$ cat src/rtl/seg_decoder_if.sv
// Segment-decoder bus: segment pattern in, decoded digit/error report out.
// Combinational bundle, no latency of its own.
// No backpressure: the report is a strobe the consumer must take when it fires.
interface seg_if #(
    parameter int ERR_CNT_W = 8
);
    logic [6:0]           seg_in;
    logic [2:0]           y_out;
    logic                 err;
    logic                 out_vld;
    logic [ERR_CNT_W-1:0] err_cnt;

    // Pattern source / report consumer
    modport master (output seg_in, input y_out, err, out_vld, err_cnt);
    // Decoder
    modport slave  (input seg_in, output y_out, err, out_vld, err_cnt);
endinterface

$ cat src/rtl/seg_decoder.sv
// Recovers a 3-bit digit from an active-low seven-segment pattern after it is stable.
// Latency: report on edge k+STABLE_CYCLES-1 for a pattern first sampled at edge k.
// No backpressure: out_vld is a one-cycle strobe, y_out/err hold until the next report.
module seg_decoder #(
    parameter int STABLE_CYCLES = 4,
    parameter int ERR_CNT_W     = 8
) (
    input  logic clk,
    input  logic rst,
    seg_if.slave bus
);
    localparam logic [7:0] SC = 8'(STABLE_CYCLES);

    typedef enum logic [1:0] {IDLE, SETTLE, LOCKED} state_t;

    state_t     state, state_nxt;
    logic [6:0] seg_q;
    logic [7:0] run, run_nxt;
    logic [6:0] last_pat;
    logic       rep_vld;
    logic       change, reach, accept;
    logic [2:0] dec_y;
    logic       dec_ill;

    // Glyph lookup; anything outside the table decodes to 0 and is flagged
    always_comb begin
        dec_y   = 3'd0;
        dec_ill = 1'b0;
        case (bus.seg_in)
            7'b0000001: dec_y = 3'd0;
            7'b1001111: dec_y = 3'd1;
            7'b0010010: dec_y = 3'd2;
            7'b0000110: dec_y = 3'd3;
            7'b1001100: dec_y = 3'd4;
            7'b0100100: dec_y = 3'd5;
            7'b0100000: dec_y = 3'd6;
            7'b0001111: dec_y = 3'd7;
            default:    dec_ill = 1'b1;
        endcase
    end

    // Run counter, next state and accept decision. IDLE counts as a change so the
    // first sample after reset always starts a fresh run. A run reaching the
    // threshold only matters when it got there on this edge (settling or a change
    // with STABLE_CYCLES=1), so a held LOCKED pattern never re-reports.
    always_comb begin
        state_nxt = state;
        run_nxt   = run;
        accept    = 1'b0;
        change    = (state == IDLE) || (bus.seg_in != seg_q);
        if (change)
            run_nxt = 8'd1;
        else if (run != SC)
            run_nxt = run + 8'd1;
        reach = (run_nxt == SC) && (change || state == SETTLE);
        if (reach) begin
            state_nxt = LOCKED;
            accept    = !rep_vld || (bus.seg_in != last_pat);
        end else if (change) begin
            state_nxt = SETTLE;
        end
    end

    // State, sampler and report registers
    always_ff @(posedge clk or negedge rst) begin
        if (!rst) begin
            state       <= IDLE;
            seg_q       <= 7'h7f;
            run         <= 8'd0;
            last_pat    <= 7'h7f;
            rep_vld     <= 1'b0;
            bus.y_out   <= 3'd0;
            bus.err     <= 1'b0;
            bus.out_vld <= 1'b0;
            bus.err_cnt <= '0;
        end else begin
            state       <= state_nxt;
            seg_q       <= bus.seg_in;
            run         <= run_nxt;
            bus.out_vld <= accept;
            if (accept) begin
                last_pat  <= bus.seg_in;
                rep_vld   <= 1'b1;
                bus.y_out <= dec_y;
                bus.err   <= dec_ill;
                if (dec_ill && !(&bus.err_cnt))
                    bus.err_cnt <= bus.err_cnt + 1'b1;
            end
        end
    end
endmodule

$ cat src/flat_wrapper.sv
// flat-port wrapper written by rule: the top's interface ports become plain ports
module seg_decoder_flat 
#(
    parameter int STABLE_CYCLES = 4,
    parameter int ERR_CNT_W     = 8
)
  (clk, rst, bus_seg_in, bus_y_out, bus_err, bus_out_vld, bus_err_cnt);
  seg_if #(.ERR_CNT_W(ERR_CNT_W)) bus_i ();
  input  logic clk;
  input  logic rst;
  input wire logic [$bits(bus_i.seg_in)-1:0] bus_seg_in;
  output wire logic [$bits(bus_i.y_out)-1:0] bus_y_out;
  output wire logic [$bits(bus_i.err)-1:0] bus_err;
  output wire logic [$bits(bus_i.out_vld)-1:0] bus_out_vld;
  output wire logic [$bits(bus_i.err_cnt)-1:0] bus_err_cnt;
  assign bus_i.seg_in = bus_seg_in;
  assign bus_y_out = bus_i.y_out;
  assign bus_err = bus_i.err;
  assign bus_out_vld = bus_i.out_vld;
  assign bus_err_cnt = bus_i.err_cnt;
  seg_decoder #(.STABLE_CYCLES(STABLE_CYCLES), .ERR_CNT_W(ERR_CNT_W)) u_core (.clk(clk), .rst(rst), .bus(bus_i));
endmodule
$ cat config.mk
export PLATFORM = sky130hd
export DESIGN_NAME = seg_decoder_flat
export DESIGN_NICKNAME = d
export VERILOG_FILES = /design/src/rtl/seg_decoder_if.sv /design/src/rtl/seg_decoder.sv /design/src/flat_wrapper.sv
export SDC_FILE = /design/constraint.sdc
export NUM_CORES = 1
export LEC_CHECK = 0
export ABC_AREA = 0
export BUFFER_PORTS_ARGS = -buffer_cell sky130_fd_sc_hd__buf_2
export CORE_MARGIN = 3
export CORE_UTILIZATION = 50
export DETAILED_ROUTE_END_ITERATION = 12
export GPL_ROUTABILITY_DRIVEN = 0
export GPL_TIMING_DRIVEN = 0
export PLACE_DENSITY = 0.7
export SKIP_LAST_GASP = 1
export SLEW_MARGIN = 10
export SYNTH_ARGS = -nofsm -noshare
export SYNTH_HDL_FRONTEND = slang
export SYNTH_SLANG_ARGS = --single-unit
$ cat constraint.sdc
create_clock -name clk -period 6 [get_ports clk]
set_clock_uncertainty 0.05 [all_clocks]
set_input_delay 0.3 -clock clk [delete_from_list [all_inputs] [get_ports clk]]
set_output_delay 0.3 -clock clk [all_outputs]
set_load 0.05 [all_outputs]
After elaboration in Yosys (flattened, before gate mapping)
Index checks and enable logic that the tools add are counted.
{ "word_totals": {"ff_bits": 38, "input_bits": 9, "out_inout_bits": 13, "wordCells": 43} }
{ "classes": {"addsub": 2, "n_eq_ne": 13, "muxes": 7, "n_reduce_logical": 12} }
{ "ops": {"columns": ["operator", "count"], "rows": [
  ["3-bit case mux with 7 select lines", 1],
  ["8-bit by 1-bit adder with 8-bit output, second input constant", 2],
  ["8-bit 2-to-1 mux", 2],
  ["7-bit by 6-bit equality test with 1-bit output, second input constant", 2],
  ["7-bit equality test, second input constant", 2],
  ["7-bit != test", 2],
  ["8-bit by 3-bit equality test with 1-bit output, second input constant", 1],
  ["8-bit by 3-bit != test with 1-bit output, second input constant", 1],
  ["8-bit AND reduction", 1],
  ["8-bit OR reduction", 1],
  ["7-bit by 1-bit equality test with 1-bit output, second input constant", 1],
  ["7-bit by 3-bit equality test with 1-bit output, second input constant", 1],
  ["7-bit by 4-bit equality test with 1-bit output, second input constant", 1],
  ["7-bit by 5-bit equality test with 1-bit output, second input constant", 1],
  ["2-bit 2-to-1 mux", 2],
  ["1-bit logical OR", 3],
  ["2-bit by 1-bit equality test with 1-bit output, second input constant", 1],
  ["1-bit logical AND", 2],
  ["1-bit logical NOT", 2],
  ["2-bit logical NOT", 1],
  ["1-bit 2-to-1 mux", 2],
  ["2-bit AND reduction", 1],
  ["2-bit nonzero test", 1]
]} }

Longest topological paths before layout
{ "depth": {"word_depth": 7, "ltp_mapped": 9, "ltp_nobuf": 8} }

Least setup slack after synthesis
No wires, ideal clock.
{ "synth_timing": {"path_type": "register to register", "startpoint": "register u_core.run[4]", "endpoint": "register u_core.bus.err_cnt[1]", "setup_time_ns": 0.125, "arrival_ns": 2.582, "t_required_ns": 5.825, "path_slack_ns": 3.243, "stages_incl_launch_ff": 7, "path_buffers": 0, "period_less_slack_ns": 2.757, "path_cell_list": "dfrtp_1 > or4_4 > nor3_2 > o211ai_2 > or4_4 > or4b_4 > mux2_4"} }
{ "synth_between": {"elab_chain_cells": 7, "word_cells_on_any_way": 8, "cone_classes": "1 x add/sub; 2 x eq/ne; 3 x mux; 2 x reduce/logical"} }
{ "synth_rtl": {"columns": ["element", "line_no", "rtl"], "rows": [
  ["from (decl)", "seg_decoder.sv:18", "logic [7:0] run, run_nxt;"],
  ["from (signal assigned)", "seg_decoder.sv:79", "run <= run_nxt;"],
  ["8-bit by 3-bit != test with 1-bit output", "seg_decoder.sv:53", "else if (run != SC)"],
  ["8-bit 2-to-1 mux", "seg_decoder.sv:53", null],
  ["8-bit 2-to-1 mux", "seg_decoder.sv:51", "if (change)"],
  ["net u_core.run_nxt[0]", "seg_decoder.sv:18", null],
  ["8-bit by 3-bit equality test with 1-bit output", "seg_decoder.sv:55", "reach = (run_nxt == SC) && (change || state == SETTLE);"],
  ["1-bit logical AND", "seg_decoder.sv:55", null],
  ["1-bit 2-to-1 mux", "seg_decoder.sv:56", "if (reach) begin"],
  ["2-bit AND reduction (no line)", null, null],
  ["to (signal assigned)", "seg_decoder.sv:87", "bus.err_cnt <= bus.err_cnt + 1'b1;"],
  ["to (decl)", "seg_decoder_if.sv:16", "modport slave (input seg_in, output y_out, err, out_vld, err_cnt);"]
]} }
The timed path passes the listed nets, and every way through them passes these cells.
A chain may end at the register's enable or synchronous reset.

Worst setup path in the final report
{ "layout_timing": {"startpoint": "register u_core.run[4]", "endpoint": "register u_core.bus.err_cnt[6]"} }
Same word-level chain as after synthesis.

==> impl_metrics.ini <==
[outcome]
status = complete, no violations

[timing]
setup_violations = 0
fin_crit_sh_pct = 49.67
timing.fmax_ghz = 0.3356
maxSlewViolCount = 0
rsz0062_at_grt = no
tns_ps = 0
min_period_ps = 2980
finalHoldViolCount = 0
tightest_slew_ps = 821.9
slew_headroom_pct = 45.21

[clocking]
cts_tree = yes
clockBufferDepth = 2
hold_buffers = 0
clockRootBuffer = clkbuf_8
cts_made_buffers = 5
cts_setup_buffers = 0
path_clk_slew_ps = 80
cts_repair_resize_count = 0
htreeDepth = 2
clk_latency_ps = 290
cts.sinks = 38

[power]
p_leak_nw = 1.053
ir_worst_vdd_mv = 0.1501
power.total_mw = 0.5623
cellPowerDensity_mw_per_mm2 = 235.8

[yosys]
synthesis.nets = 209
syn_area_mm2 = 0.002077
synth-seq-cells = 38
synth_warnings = 0
synthCells = 197
synth_cell_types = 48
ys_async_sr_fraction_pct = 100.0
synth_edf_count = 0
ys.flop_type = dfrtp_1
syn_avg_cell_area_um2 = 10.54
yosysSeqAreaShare_pct = 46.63

[setup_path]
reg2reg_to = u_core.bus.err_cnt[6]
worstPathRequired_ps = 6130
path_max_fanout = 10
rr_worst_depth = 7
worst_ep_arrival_time_ps = 3110
regToRegStartpoint = u_core.run[4]
critPathLaunchType = flop
crit_type = flop to flop
r2r_setup_slack_ps = 3020
crit_path_end_kind = flop

[routing]
final_antenna_net_count = 0
vias_per_cell = 5.785
vias = 1585
wirelength_mm = 4.271
avgRoutedWirePerCell_um = 15.59
drt_first_pass_iters = 4
detailedRoute.firstIterationViolations = 96
drc = 0

[die]
die_x_um = 70.45
rows = 22
coreArea_mm2 = 0.003826
num_io_pins = 22
die_h_um = 70.45
dieArea_mm2 = 0.004963
start_util_pct = 54.28

[grt]
grt_pass1_wl_mm = 7.583
overflow = 0
grt_pass1_vias = 1677
grt_antenna_before_repair = 0
grt_usage_pct = 19.15
grt_max_degree = 39

[cells_and_area]
finish.net_count = 237
final_layout_size_suffix_gt1_share_pct = 27.88
syn2layout_area_growth_pct = 14.82
fill_cells = 328
diodes = 0

[run]
maxCapViolations = 0

[min_path]
min_path_type = primary input to async pin

[place]
port_buffers = 21
dp_hpwl_mm = 3.106
[cells in the mapped netlist (2+ instances only)]
cell	count	area, µm²
nand2b_1	4	25.02
dfrtp_1	24	600.6
a31oi_1	2	12.51
and2_1	3	18.77
mux2_2	9	101.4
nand3b_1	2	15.01
xnor2_1	15	131.4
nor2_1	9	33.78
buf_2	2	10.01
o21ai_0	9	45.04
dfstp_2	14	367.9
xor2_1	13	113.9
and4_1	2	17.52
nand4_1	7	43.79
nand2_1	10	37.54
clkbuf_1	8	30.03
or2_2	2	12.51
nand3_1	5	25.02
a21oi_1	4	20.02
and3_1	3	18.77
nor3b_1	2	15.01
ha_1	3	37.54
nor2b_1	5	31.28
inv_1	5	18.77
nor4_1	7	43.79
nor3_1	5	25.02
or4_4	2	22.52
[report_power, final]
part           internal [mW]  switching [mW]
combinational         0.0119          0.0223
sequential             0.261         0.00135
clock                  0.177          0.0888
total                  0.450           0.112
[layout make-up]
class | instances | area [µm²] | area share (%)
Tap cell | 48 | 60.06 | 2.518
Inverter | 5 | 18.77 | 0.7870
Timing Repair Buffer | 21 | 105.1 | 4.407
Buffer | 11 | 43.79 | 1.836
Multi-Input combinational cell | 143 | 1046 | 43.86
Clock inverter | 2 | 60.06 | 2.518
Clock buffer | 6 | 82.58 | 3.463
Sequential cell | 38 | 968.4 | 40.61
[per-layer routing]
| metal | up-vias | track usage (%) | share of wire (%) |
|---|---|---|---|
| met3 | 8 | 4.748 | 3.0 |
| met2 | 26 | 32.74 | 52 |
| met4 | 0 | 7.872 | 1.9 |
| met1 | 795 | 22.77 | 43 |
| met5 | - | 0 | 0 |
| li1 | 756 | - | - |
[stage by stage]
stage                     instance area (µm²)  std cells  hold slack [ps]  utilization (%)  setup WS (ps)
final                                    2385        274            53.80            62.33           3020
after global routing                     2385        274            53.60            62.33           2866
after CTS                                2385        274            54.09            62.33           3010
after detailed placement                 2242        266            365.9            58.60           2947
after global placement                   2242        266            363.1            58.60           3048
after floorplan                          2077        197           -45.59                -           3243
[worst max-delay path, cell delays in order, from the launching register on]
cell and delay (ps):
dfrtp_1 450, or4_4 580, nor3_2 200, o211ai_2 140
or4_4 580, clkbuf_1 240, nor4_1 250, mux2_2 370
[cells by family after synthesis]
| kind of cell | after synthesis | share of synthesized area [%] |
|---|---|---|
| AOI/OAI and AO/OA | 25 | 8.133 |
| xor gates and xnor gates | 28 | 11.81 |
| adders and majority gates | 3 | 1.807 |
| buffers and inverters | 16 | 3.012 |
| DFF | 38 | 46.63 |
| muxes | 11 | 6.084 |
| and+or+nand+nor | 76 | 22.53 |
[cells in the final DEF, fill, tap and decap left out, types with 6 or more instances in the layout]
cell / synthesis / routed
xnor2_1: 15 / 15
clkbuf_1: 8 / 8
mux2_2: 9 / 9
buf_2: 2 / 23
nor2_1: 9 / 9
o21ai_0: 9 / 9
nor4_1: 7 / 7
clkbuf_8: 0 / 6
dfrtp_1: 24 / 24
nand4_1: 7 / 7
dfstp_2: 14 / 14
xor2_1: 13 / 13
nand2_1: 10 / 10
[state kept, by name, summed over array words and instances, names as in the netlist]
name                count
u_core.bus.err          1
u_core.bus.err_cnt      8
u_core.bus.out_vld      1
u_core.bus.y_out        3
u_core.last_pat         7
u_core.rep_vld          1
u_core.run              8
u_core.seg_q            7
u_core.state            2
[worst max-delay path by stage]
stage                     slack [ps]          start  cells past startpoint                    end
after floorplan                 3240  u_core.run[4]                      6  u_core.bus.err_cnt[1]
after global placement          3050  bus_seg_in[5]                      8  u_core.bus.err_cnt[1]
after detailed placement        2950  bus_seg_in[5]                      9  u_core.bus.err_cnt[6]
after CTS                       3010  u_core.run[4]                      7  u_core.bus.err_cnt[6]
after global routing            2870  u_core.run[4]                      7  u_core.bus.err_cnt[6]
final                           3020  u_core.run[4]                      7  u_core.bus.err_cnt[6]
Note: power is estimated with default switching activity, not from simulation.
